<file path="src/rtl/serial_adder_if.sv">
// Request/result bundle for the bit-serial adder.
// The requester drives start/operands; the adder returns the registered
// result together with busy/done status.
// Optional feature macro: SERIAL_ADDER_OVF_EN adds o_overflow.
interface serial_adder_if #(
    parameter int WIDTH = 8
);
    logic             i_start;
    logic [WIDTH-1:0] i_a;
    logic [WIDTH-1:0] i_b;
    logic             i_cin;
    logic [WIDTH-1:0] o_sum;
    logic             o_carry;
    logic             o_busy;
    logic             o_done;
`ifdef SERIAL_ADDER_OVF_EN
    logic             o_overflow;

    modport master (
        output i_start, i_a, i_b, i_cin,
        input  o_sum, o_carry, o_busy, o_done, o_overflow
    );

    modport slave (
        input  i_start, i_a, i_b, i_cin,
        output o_sum, o_carry, o_busy, o_done, o_overflow
    );
`else
    modport master (
        output i_start, i_a, i_b, i_cin,
        input  o_sum, o_carry, o_busy, o_done
    );

    modport slave (
        input  i_start, i_a, i_b, i_cin,
        output o_sum, o_carry, o_busy, o_done
    );
`endif
endinterface

</file>
<file path="src/rtl/serial_adder.sv">
// Bit-serial WIDTH-bit adder: one full-adder cell plus a registered carry,
// processing one bit per clock, LSB first.
// Optional feature macro: SERIAL_ADDER_OVF_EN adds a registered signed
// overflow flag (carry into MSB XOR carry out of MSB).
//
// state | meaning
// ------+-----------------------------------------------------------
// IDLE  | waiting for i_start; operands captured on the accepting edge
// ADD   | one result bit per clock, LSB first; WIDTH cycles
// DONE  | o_done high for this single cycle; returns to IDLE next edge
module serial_adder #(
    parameter int WIDTH = 8
) (
    input  logic           i_clk,
    input  logic           i_rst_n,
    serial_adder_if.slave  bus
);

    localparam int               CNT_W    = (WIDTH > 1) ? $clog2(WIDTH) : 1;
    localparam logic [CNT_W-1:0] CNT_LAST = CNT_W'(WIDTH - 1);

    typedef enum logic [1:0] {
        IDLE = 2'd0,
        ADD  = 2'd1,
        DONE = 2'd2
    } state_t;

    state_t           state;
    state_t           state_next;

    // Operand A shifts out of the LSB while sum bits enter at the MSB, so
    // after WIDTH shifts this register holds the complete sum.
    logic [WIDTH-1:0] a_sum_sr;
    logic [WIDTH-1:0] b_sr;
    logic [WIDTH-1:0] sum_shifted;
    logic             carry_reg;
    logic [CNT_W-1:0] bit_cnt;
    logic             last_bit;

    logic             fa_sum;
    logic             fa_carry;

    logic [WIDTH-1:0] sum_q;
    logic             carry_q;
    logic             busy_q;
    logic             done_q;
`ifdef SERIAL_ADDER_OVF_EN
    logic             ovf_q;
`endif

    assign last_bit = (bit_cnt == CNT_LAST);

    // Single 1-bit full-adder cell fed by the operand LSBs and the carry register.
    always_comb begin
        fa_sum   = a_sum_sr[0] ^ b_sr[0] ^ carry_reg;
        fa_carry = (a_sum_sr[0] & b_sr[0]) | (a_sum_sr[0] & carry_reg) | (b_sr[0] & carry_reg);
    end

    generate
        if (WIDTH == 1) begin : g_w1
            assign sum_shifted = fa_sum;
        end else begin : g_wn
            assign sum_shifted = {fa_sum, a_sum_sr[WIDTH-1:1]};
        end
    endgenerate

    // State register.
    always_ff @(posedge i_clk) begin
        if (!i_rst_n) begin
            state <= IDLE;
        end else begin
            state <= state_next;
        end
    end

    // Next-state decode; i_start only matters in IDLE.
    always_comb begin
        state_next = state;
        case (state)
            IDLE:    if (bus.i_start) state_next = ADD;
            ADD:     if (last_bit)    state_next = DONE;
            DONE:    state_next = IDLE;
            default: state_next = IDLE;
        endcase
    end

    // Shift datapath: capture on accept, shift one bit per ADD cycle, publish on the last bit.
    always_ff @(posedge i_clk) begin
        if (!i_rst_n) begin
            a_sum_sr  <= '0;
            b_sr      <= '0;
            carry_reg <= 1'b0;
            bit_cnt   <= '0;
            sum_q     <= '0;
            carry_q   <= 1'b0;
`ifdef SERIAL_ADDER_OVF_EN
            ovf_q     <= 1'b0;
`endif
        end else begin
            case (state)
                IDLE: begin
                    if (bus.i_start) begin
                        a_sum_sr  <= bus.i_a;
                        b_sr      <= bus.i_b;
                        carry_reg <= bus.i_cin;
                        bit_cnt   <= '0;
                    end
                end
                ADD: begin
                    a_sum_sr  <= sum_shifted;
                    b_sr      <= b_sr >> 1;
                    carry_reg <= fa_carry;
                    bit_cnt   <= bit_cnt + 1'b1;
                    if (last_bit) begin
                        sum_q   <= sum_shifted;
                        carry_q <= fa_carry;
`ifdef SERIAL_ADDER_OVF_EN
                        // carry_reg is the carry into the MSB on the last bit.
                        ovf_q   <= carry_reg ^ fa_carry;
`endif
                    end
                end
                default: ;
            endcase
        end
    end

    // Registered status flags, derived from the state being entered.
    always_ff @(posedge i_clk) begin
        if (!i_rst_n) begin
            busy_q <= 1'b0;
            done_q <= 1'b0;
        end else begin
            busy_q <= (state_next != IDLE);
            done_q <= (state_next == DONE);
        end
    end

    assign bus.o_sum   = sum_q;
    assign bus.o_carry = carry_q;
    assign bus.o_busy  = busy_q;
    assign bus.o_done  = done_q;
`ifdef SERIAL_ADDER_OVF_EN
    assign bus.o_overflow = ovf_q;
`endif

endmodule

</file>
<file path="src/flat_wrapper.sv">
// flat-port wrapper written by rule: the top's interface ports become plain ports
module serial_adder_flat 
#(
    parameter int WIDTH = 8
)
  (i_clk, i_rst_n, bus_i_start, bus_i_a, bus_i_b, bus_i_cin, bus_o_sum, bus_o_carry, bus_o_busy, bus_o_done);
  serial_adder_if #(.WIDTH(WIDTH)) bus_i ();
  input  logic i_clk;
  input  logic i_rst_n;
  input wire logic [$bits(bus_i.i_start)-1:0] bus_i_start;
  input wire logic [$bits(bus_i.i_a)-1:0] bus_i_a;
  input wire logic [$bits(bus_i.i_b)-1:0] bus_i_b;
  input wire logic [$bits(bus_i.i_cin)-1:0] bus_i_cin;
  output wire logic [$bits(bus_i.o_sum)-1:0] bus_o_sum;
  output wire logic [$bits(bus_i.o_carry)-1:0] bus_o_carry;
  output wire logic [$bits(bus_i.o_busy)-1:0] bus_o_busy;
  output wire logic [$bits(bus_i.o_done)-1:0] bus_o_done;
  assign bus_i.i_start = bus_i_start;
  assign bus_i.i_a = bus_i_a;
  assign bus_i.i_b = bus_i_b;
  assign bus_i.i_cin = bus_i_cin;
  assign bus_o_sum = bus_i.o_sum;
  assign bus_o_carry = bus_i.o_carry;
  assign bus_o_busy = bus_i.o_busy;
  assign bus_o_done = bus_i.o_done;
  serial_adder #(.WIDTH(WIDTH)) u_core (.i_clk(i_clk), .i_rst_n(i_rst_n), .bus(bus_i));
endmodule
</file>
<file path="config.mk">
export PLATFORM = sky130hd
export DESIGN_NAME = serial_adder_flat
export DESIGN_NICKNAME = d
export VERILOG_FILES = /design/src/rtl/serial_adder_if.sv /design/src/rtl/serial_adder.sv /design/src/flat_wrapper.sv
export SDC_FILE = /design/constraint.sdc
export NUM_CORES = 1
export LEC_CHECK = 0
export ABC_AREA = 1
export CAP_MARGIN = 20
export CORE_MARGIN = 1
export CORE_UTILIZATION = 39
export CTS_CLUSTER_DIAMETER = 120
export DETAILED_ROUTE_END_ITERATION = 7
export HOLD_SLACK_MARGIN = 0.12
export PLACE_DENSITY = 0.73
export SYNTH_ARGS = -nofsm -noshare
export SYNTH_HDL_FRONTEND = slang
export SYNTH_SLANG_ARGS = --single-unit
</file>
<file path="constraint.sdc">
create_clock -name i_clk -period 1.15 [get_ports i_clk]
set_input_delay 0.1725 -clock i_clk [delete_from_list [all_inputs] [get_ports i_clk]]
set_output_delay 0.1725 -clock i_clk [all_outputs]
set_load 0.01 [all_outputs]
</file>
; ---- After elaboration in Yosys (flattened, before gate mapping)
; Cells that the tools add are included.
[classes]
n_addsub = 1
n_mul = 0
div_mod_pow = 0
order_cmp = 0
n_eq_ne = 4
shift = 0
mux = 11
bitwise = 7
reduce_logical = 5
[op_table]
columns = cell, n
row1 = case mux 8 bit (2 select lines), 2
row2 = two-way mux 8 bit, 2
row3 = case mux 3 bit (2 select lines), 1
row4 = two-way mux 2 bit, 2
row5 = case mux 2 bit (2 select lines), 1
row6 = AND reduction 2 bit, 2
row7 = nonzero test 2 bit, 2
row8 = adder 3 x 1 -> 3 bit (second input constant), 1
row9 = AND 1 bit, 3
row10 = == test 3 bit (second input constant), 1
row11 = two-way mux 3 bit, 1
row12 = == test 2 x 1 -> 1 bit (second input constant), 1
row13 = == test 2 bit (second input constant), 1
row14 = zero test 2 bit, 1
row15 = inequality test 2 bit (second input constant), 1
row16 = OR 1 bit, 2
row17 = case mux 1 bit (2 select lines), 1
row18 = bitwise XOR 1 bit, 2
row19 = two-way mux 1 bit, 1
[totals]
register_bits = 33
latchBits = 0
ramBits = 0
rom_bits = 0
input_bits = 20
output_inout_bits = 11
wordCells = 37
n_memories = 0

; ---- Depth between registers and ports, before layout
; Gate-level depths: netlist of run 1.
[logic_depth]
word_depth = 4
mapped_depth = 8
depth_no_buf = 6

; ---- Worst setup path after synthesis of run 1
; No wires, ideal clock.
[synth_timing]
path_kind = reg2reg
start = reg u_core.carry_reg
end = reg u_core.a_sum_sr[7]
setup_time_ns = 0.128
arrival_ns = 1.011
required_time_ns = 1.022
setup_slack_ns = 0.011
path_stages_with_launch = 6
path_buffers = 0
period_less_slack_ns = 1.139
cell_sequence = dfxtp_1 -> fa_1 -> nand2_1 -> nand2_1 -> nor2_1 -> nor2_1
[synth_via]
elab_chain_cells = 2
[synth_rtl]
columns = element, line
row1 = start: declaration, serial_adder.sv:36  ; logic carry_reg;
row2 = start signal: assignment, serial_adder.sv:105  ; carry_reg <= bus.i_cin;
row3 = start signal: assignment, serial_adder.sv:112  ; carry_reg <= fa_carry;
row4 = bitwise XOR 1 bit, serial_adder.sv:55  ; fa_sum = a_sum_sr[0] ^ b_sr[0] ^ carry_reg;
row5 = via u_core.fa_sum, serial_adder.sv:40  ; logic fa_sum;
row6 = case mux 8 bit (2 select lines), serial_adder.sv:100  ; case (state)
row7 = end signal: assignment, serial_adder.sv:103  ; a_sum_sr <= bus.i_a;
row8 = end signal: assignment, serial_adder.sv:110  ; a_sum_sr <= sum_shifted;
row9 = end: declaration, serial_adder.sv:33  ; logic [WIDTH-1:0] a_sum_sr;
; The timed path passes the listed nets, and every way through them passes these cells.
; A chain may end at the register's enable or synchronous reset.

; ---- Worst setup path in the final report of run 1
; Ends and elaborated chain as after synthesis.

==> results.py, run 1 <==
metrics = {
    "routing": {
        "drt_first_iter_violations": 46,
        "ant_nets": 0,
        "wl_um": 3150,
        "vias": 1462,
        "via_per_inst": 4.457,
        "drc_errors": 0,
        "dr.pass1.iters": 4,
        "wl_per_cell_um": 9.604,
    },
    "layout": {
        "final_area_um2": 2069,
        "fin_nets": 302,
        "nFillCells": 400,
        "diodes": 0,
        "area.growth.synth_to_final_pct": 33.71,
        "layout-drive-gt1-share_pct": 13.57,
    },
    "sta": {
        "max_slew_margin_pct": 85.41,
        "fin_crit_sh_pct": 102.4,
        "setup_ws_ns": -0.02742,
        "hold_viol": 0,
        "fmax_ghz": 0.8493,
        "skew_ns": 0.004480,
        "layout_min_cycle_time_ns": 1.177,
        "tightest_slew_ns": 0.2186,
        "setup_violations": 1,
        "slew_viol_final": 0,
        "rsz0062_at_grt": "yes",
    },
    "clock_network": {
        "cts_root_buffer": "clkbuf_8",
        "cts_tree": "yes",
        "cts_buffer_depth": 2,
        "clock_latency_ns": 0.28,
        "cts_buffers": 5,
        "htreeDepth": 2,
        "cts_sinks": 33,
        "hold_buffers": 0,
        "path_clk_slew_ns": 0.06,
    },
    "setup_path": {
        "critPathKind": "flop to flop",
        "crit_fanout": 2,
        "arrival_ns": 1.39,
        "start_kind": "flop",
        "crit-reg2reg-capture": "u_core.a_sum_sr[7]$_SDFFE_PN0P_",
        "ff2ff_setup_slack_ns": -0.03,
        "end_kind": "flop",
        "rr_worst_depth": 5,
        "required_ns": 1.37,
        "crit_chain": "fa_2, nand2_1, nand2_1, nor2_1, nor2_1",
        "slowest_stage": "fa_2",
        "slowest_delay_ns": 0.58,
        "r2r_start": "u_core.carry_reg$_SDFFE_PN0P_",
    },
    "global_route": {
        "grt_pass1_wl_um": 5423,
        "grt_start_max_net_pins": 19,
        "grt_pass1_vias": 1280,
        "grt_overflow": 0,
        "grtUsageTotal_pct": 16.78,
        "antenna_found_initial": 0,
    },
    "placed_design": {
        "dp_hpwl_um": 2317,
        "gp_congestion": 0.7923,
        "pre_cts_slack_ns": -0.1450,
        "dpl-instance-area_um2": 1943,
        "port_buffers": 30,
    },
    "die": {
        "start_util_pct": 41.34,
        "row_count": 22,
        "core-area_um2": 3744,
        "die_x_um": 65.00,
        "dieArea_um2": 4224,
        "ios": 31,
        "die_h_um": 65.00,
    },
    "worst_hold_path": {
        "hold_path_end": "u_core.bus.o_sum[1]$_SDFFE_PN0P_",
        "hold_class": "flop to flop",
        "min_path_cells": 2,
        "hold_start": "u_core.bus.o_sum[1]$_SDFFE_PN0P_",
    },
    "synth": {
        "postSynthCellCount": 238,
        "yosysWarningCount": 0,
        "yosysUniqueCellTypes": 20,
        "synth_nets": 261,
        "avgSynthCellArea_um2": 6.503,
        "synth-seq-cells": 33,
        "synth-seq-area-share_pct": 42.68,
        "netlist_area_um2": 1548,
    },
    "power": {
        "ir_drop_v": 0.0006907,
        "power_density_nw_per_um2": 1149,
        "leakage_nw": 1.036,
        "power_mw": 2.378,
    },
    "flow_run": {
        "maxCapViolCount": 0,
    },
    "outcome": {
        "violations": "negative setup slack",
        "status": "finished, violations left",
    },
}
-- critical path: cells and delay by family, from the launching register on --
family                   cells  cell delay, ns
adder cells (fa/ha/maj)      1            0.58
flip-flops                   1            0.33
AND/OR/NAND/NOR              4            0.22
-- where the power goes --
group / total [mW] / internal (mW) / leakage [nW] / switching, mW
clock: 0.808 / 0.429 / 0.0395 / 0.378
sequential: 1.22 / 1.19 / 0.272 / 0.0275
combinational: 0.352 / 0.171 / 0.724 / 0.182
total: 2.38 / 1.79 / 1.04 / 0.588
-- cell type report --
class / count / area [um2] / share of cell area (%)
tap: 48 / 60.06 / 2.902
multi-input combinational: 157 / 718.2 / 34.70
sequential: 33 / 670.6 / 32.41
clock buffer: 8 / 80.08 / 3.869
timing repair buffer: 43 / 391.6 / 18.92
inverter: 39 / 148.9 / 7.195
-- metrics by stage --
stage	cells	util, %	hold slack, ns	TNS [ns]
6_report	328	55.28	0.4765	-0.02742
5_1_grt	328	55.28	0.5096	-0.2859
4_1_cts	327	54.51	0.4797	-0.04595
3_5_place_dp	319	51.91	0.4755	-2.945
3_3_place_gp	319	51.91	0.4602	-2.244
2_1_floorplan	238	-	0.3109	0
-- per-layer routing --
metal / vias to the layer above / wire, um / GRT usage (%)
met5: - / 0 / 0
met4: 0 / 34 / 7.222
met3: 6 / 119 / 3.697
met2: 27 / 1551 / 28.13
met1: 647 / 1445 / 20.43
li1: 782 / - / -
-- cell usage in the layout, fill, tap and decap left out, drive strengths merged --
cell	n
nor2	68
fa	1
o21ai	8
nand3	14
clkbuf	8
nand2	60
ha	2
inv	39
a21oi	4
dlygate4sd2	11
clkdlybuf4s50	19
buf	13
dfxtp	33
-- worst max-delay path by stage --
stage	startpoint	to	slack [ns]	cells after the start
after global placement	bus_i_start	u_core.a_sum_sr[6]$_SDFFE_PN0P_	-0.12	8
after global routing	u_core.carry_reg$_SDFFE_PN0P_	u_core.a_sum_sr[7]$_SDFFE_PN0P_	-0.09	5
after floorplan	u_core.carry_reg$_SDFFE_PN0P_	u_core.a_sum_sr[7]$_SDFFE_PN0P_	0.01	5
after CTS	u_core.a_sum_sr[0]$_SDFFE_PN0P_	u_core.a_sum_sr[7]$_SDFFE_PN0P_	-0.05	5
after detailed placement	bus_i_start	u_core.b_sr[6]$_SDFFE_PN0P_	-0.14	8
final	u_core.carry_reg$_SDFFE_PN0P_	u_core.a_sum_sr[7]$_SDFFE_PN0P_	-0.03	5
-- timing repair --
| action | CTS | global route |
|---|---|---|
| gates resized for setup | 18 | 13 |
| pin swaps | 3 | 4 |
| endpoints found under the hold margin | 0 | 0 |
| endpoints found under the setup margin | 23 | 21 |
| setup buffers | 0 | 1 |
-- synth_stat cells, drive strengths merged --
cell type  number  share of area [%]
a21oi           4                1.3
dfxtp          33                 43
nor2           68                 17
nand3          14                4.9
clkbuf          2               0.49
inv            39                9.5
nand2          60                 16
buf             7                3.1
o21ai           8                2.6
fa              1                1.3
ha              2                1.6
-- logic make-up after synthesis --
family | count (synthesis) | synth area share (%)
simple gates | 142 | 37.51
buf+inv | 48 | 13.02
flops | 33 | 42.68
compound gates | 12 | 3.881
fa+ha+maj | 3 | 2.910
Power figures use the tool's default switching activity.
==> run 2: changes to the inputs <==
- CTS_BUF_LIST: not set -> sky130_fd_sc_hd__clkbuf_8
==> results.py, run 2 (same netlist as run 1, synthesis figures left out) <==
metrics = {
    "outcome": {
        "status": "finished, violations left",
        "violations": "negative setup slack",
    },
    "placed_design": {
        "pre_cts_slack_ns": -0.1450,
        "dp_cells": 319,
        "port_buffers": 30,
        "dp_hpwl_um": 2317,
        "gp_congestion": 0.7923,
    },
    "power": {
        "power_density_nw_per_um2": 1141,
        "swShare_pct": 25.27,
        "ir_drop_v": 0.0006724,
        "intPower_mw": 1.764,
        "seq_power_share_pct": 51.6,
        "p_switching_uw": 596.5,
        "power_frac_clock_pct": 33.5,
        "p_comb_share_pct": 14.9,
        "leakage_nw": 1.048,
    },
    "layout": {
        "mostFrequentLayoutCells": "66 x nor2_1, 55 x nand2_1, 39 x inv_1, 27 x dfxtp_1, 19 x clkdlybuf4s50_1",
        "final_cell_count_no_fill": 328,
        "fin_nets": 302,
        "area.growth.synth_to_final_pct": 33.71,
        "mostFrequentLayoutCell": "nor2_1",
        "layout-drive-gt1-share_pct": 13.57,
        "diodes": 0,
    },
    "setup_path": {
        "critPathKind": "flop to flop",
        "slowest_delay_ns": 0.58,
        "slowest_stage": "fa_2",
        "crit_family": "adder cells",
        "cp_num_buf_inv": 0,
        "required_ns": 1.37,
        "crit_chain": "fa_2, nand2_1, nand2_1, nor2_1, nor2_1",
        "start_kind": "flop",
        "crit_fanout": 2,
        "end_kind": "flop",
        "arrival_ns": 1.40,
    },
    "routing": {
        "drc_errors": 0,
        "met3_length_um": 90,
        "dr_wl_met2_um": 1551,
        "dr.pass1.iters": 4,
        "met1_length_um": 1470,
        "ant_nets": 0,
        "wl_per_cell_um": 9.598,
        "vias": 1462,
        "drt_first_iter_violations": 47,
        "wl_um": 3148,
        "dr.max_layer_used": "met4",
        "via_per_inst": 4.457,
    },
    "clock_network": {
        "cts_buffers": 5,
        "cts_root_buffer": "clkbuf_8",
        "path_clk_slew_ns": 0.06,
        "clock_latency_ns": 0.28,
        "cts_buffer_depth": 2,
        "cts_sinks": 33,
        "hold_buffers": 0,
        "cts_tree": "yes",
        "htreeDepth": 2,
    },
    "sta": {
        "max_slew_margin_pct": 85.67,
        "tightest_slew_ns": 0.2148,
        "tns_ns": -0.02767,
        "hold_viol": 0,
        "rsz0062_at_grt": "yes",
        "fin_crit_sh_pct": 102.4,
        "skew_ns": 0.003638,
        "slew_viol_final": 0,
        "fmax_ghz": 0.8491,
        "layout_min_cycle_time_ns": 1.178,
        "holdWs_ns": 0.4773,
        "setup_violations": 1,
        "setup_ws_ns": -0.02767,
    },
    "die": {
        "row_count": 22,
        "start_util_pct": 41.34,
        "die_h_um": 65.00,
        "die_x_um": 65.00,
        "core-area_um2": 3744,
        "dieArea_um2": 4224,
        "ios": 31,
    },
    "flow_run": {
        "maxCapViolCount": 0,
    },
    "global_route": {
        "antenna_found_initial": 0,
        "grt_start_max_net_pins": 19,
        "grt_overflow": 0,
        "grt_pass1_wl_um": 5423,
        "grt_pass1_vias": 1280,
        "grtUsageTotal_pct": 16.78,
    },
    "worst_hold_path": {
        "hold_class": "flop to flop",
    },
}
## run 2: cell types whose count changed in the layout (fill, tap and decap cells not counted), sizes merged
cell,delta
clkbuf,-3
inv,+3
## run 2: path summary, 6_finish.rpt
kind	slack (ns)	cells after the start	start	to
hold reg to reg	0.48	2	u_core.bus.o_sum[1]$_SDFFE_PN0P_	u_core.bus.o_sum[1]$_SDFFE_PN0P_
hold / removal	0.48	2	u_core.bus.o_sum[1]$_SDFFE_PN0P_	u_core.bus.o_sum[1]$_SDFFE_PN0P_
setup reg to reg	-0.03	5	u_core.carry_reg$_SDFFE_PN0P_	u_core.a_sum_sr[7]$_SDFFE_PN0P_
setup / recovery	-0.03	5	u_core.carry_reg$_SDFFE_PN0P_	u_core.a_sum_sr[7]$_SDFFE_PN0P_
## run 2: routing by layer
| layer | global-route usage (%) | up-vias |
|---|---|---|
| met5 | 0 | - |
| met4 | 7.222 | 0 |
| met3 | 3.697 | 6 |
| met2 | 28.13 | 23 |
| met1 | 20.43 | 651 |
| li1 | - | 782 |
## run 2: area by class of cell
class | count | area [um2]
Fill cell | 400 | 1674
Multi-Input combinational cell | 157 | 718.2
Sequential cell | 33 | 670.6
Timing Repair Buffer | 43 | 391.6
Inverter | 39 | 148.9
Clock buffer | 5 | 68.82
Tap cell | 48 | 60.06
Clock inverter | 3 | 11.26
## run 2: metrics by stage
stage               utilization (%)  total power, mW  cell area (um2)
finish                        55.28            2.360             2069
global route                  55.28            2.486             2069
CTS                           54.51            2.377             2041
detailed placement            51.91            1.583             1943
global placement              51.91            1.578             1943
floorplan                         -            1.443             1548
## run 2: worst reg2reg max path: cells and delay by family, from the launching register on
kind | cells | cell delay [ns]
fa+ha+maj | 1 | 0.58
flops | 1 | 0.33
simple gates | 4 | 0.22
## run 2: power groups by stage
stage / combinational, mW / clock [mW] / sequential [mW]
after global placement: 0.338 / 0 / 1.24
after global routing: 0.401 / 0.863 / 1.22
final: 0.352 / 0.790 / 1.22
after CTS: 0.348 / 0.814 / 1.22
after detailed placement: 0.343 / 0 / 1.24
after floorplan: 0.209 / 0 / 1.23
## run 2: timing repair
action | in CTS | in global routing
gates cloned | 0 | 0
pin swaps | 3 | 4
setup endpoints to repair | 23 | 21
setup buffers | 0 | 1
resized for setup | 18 | 13
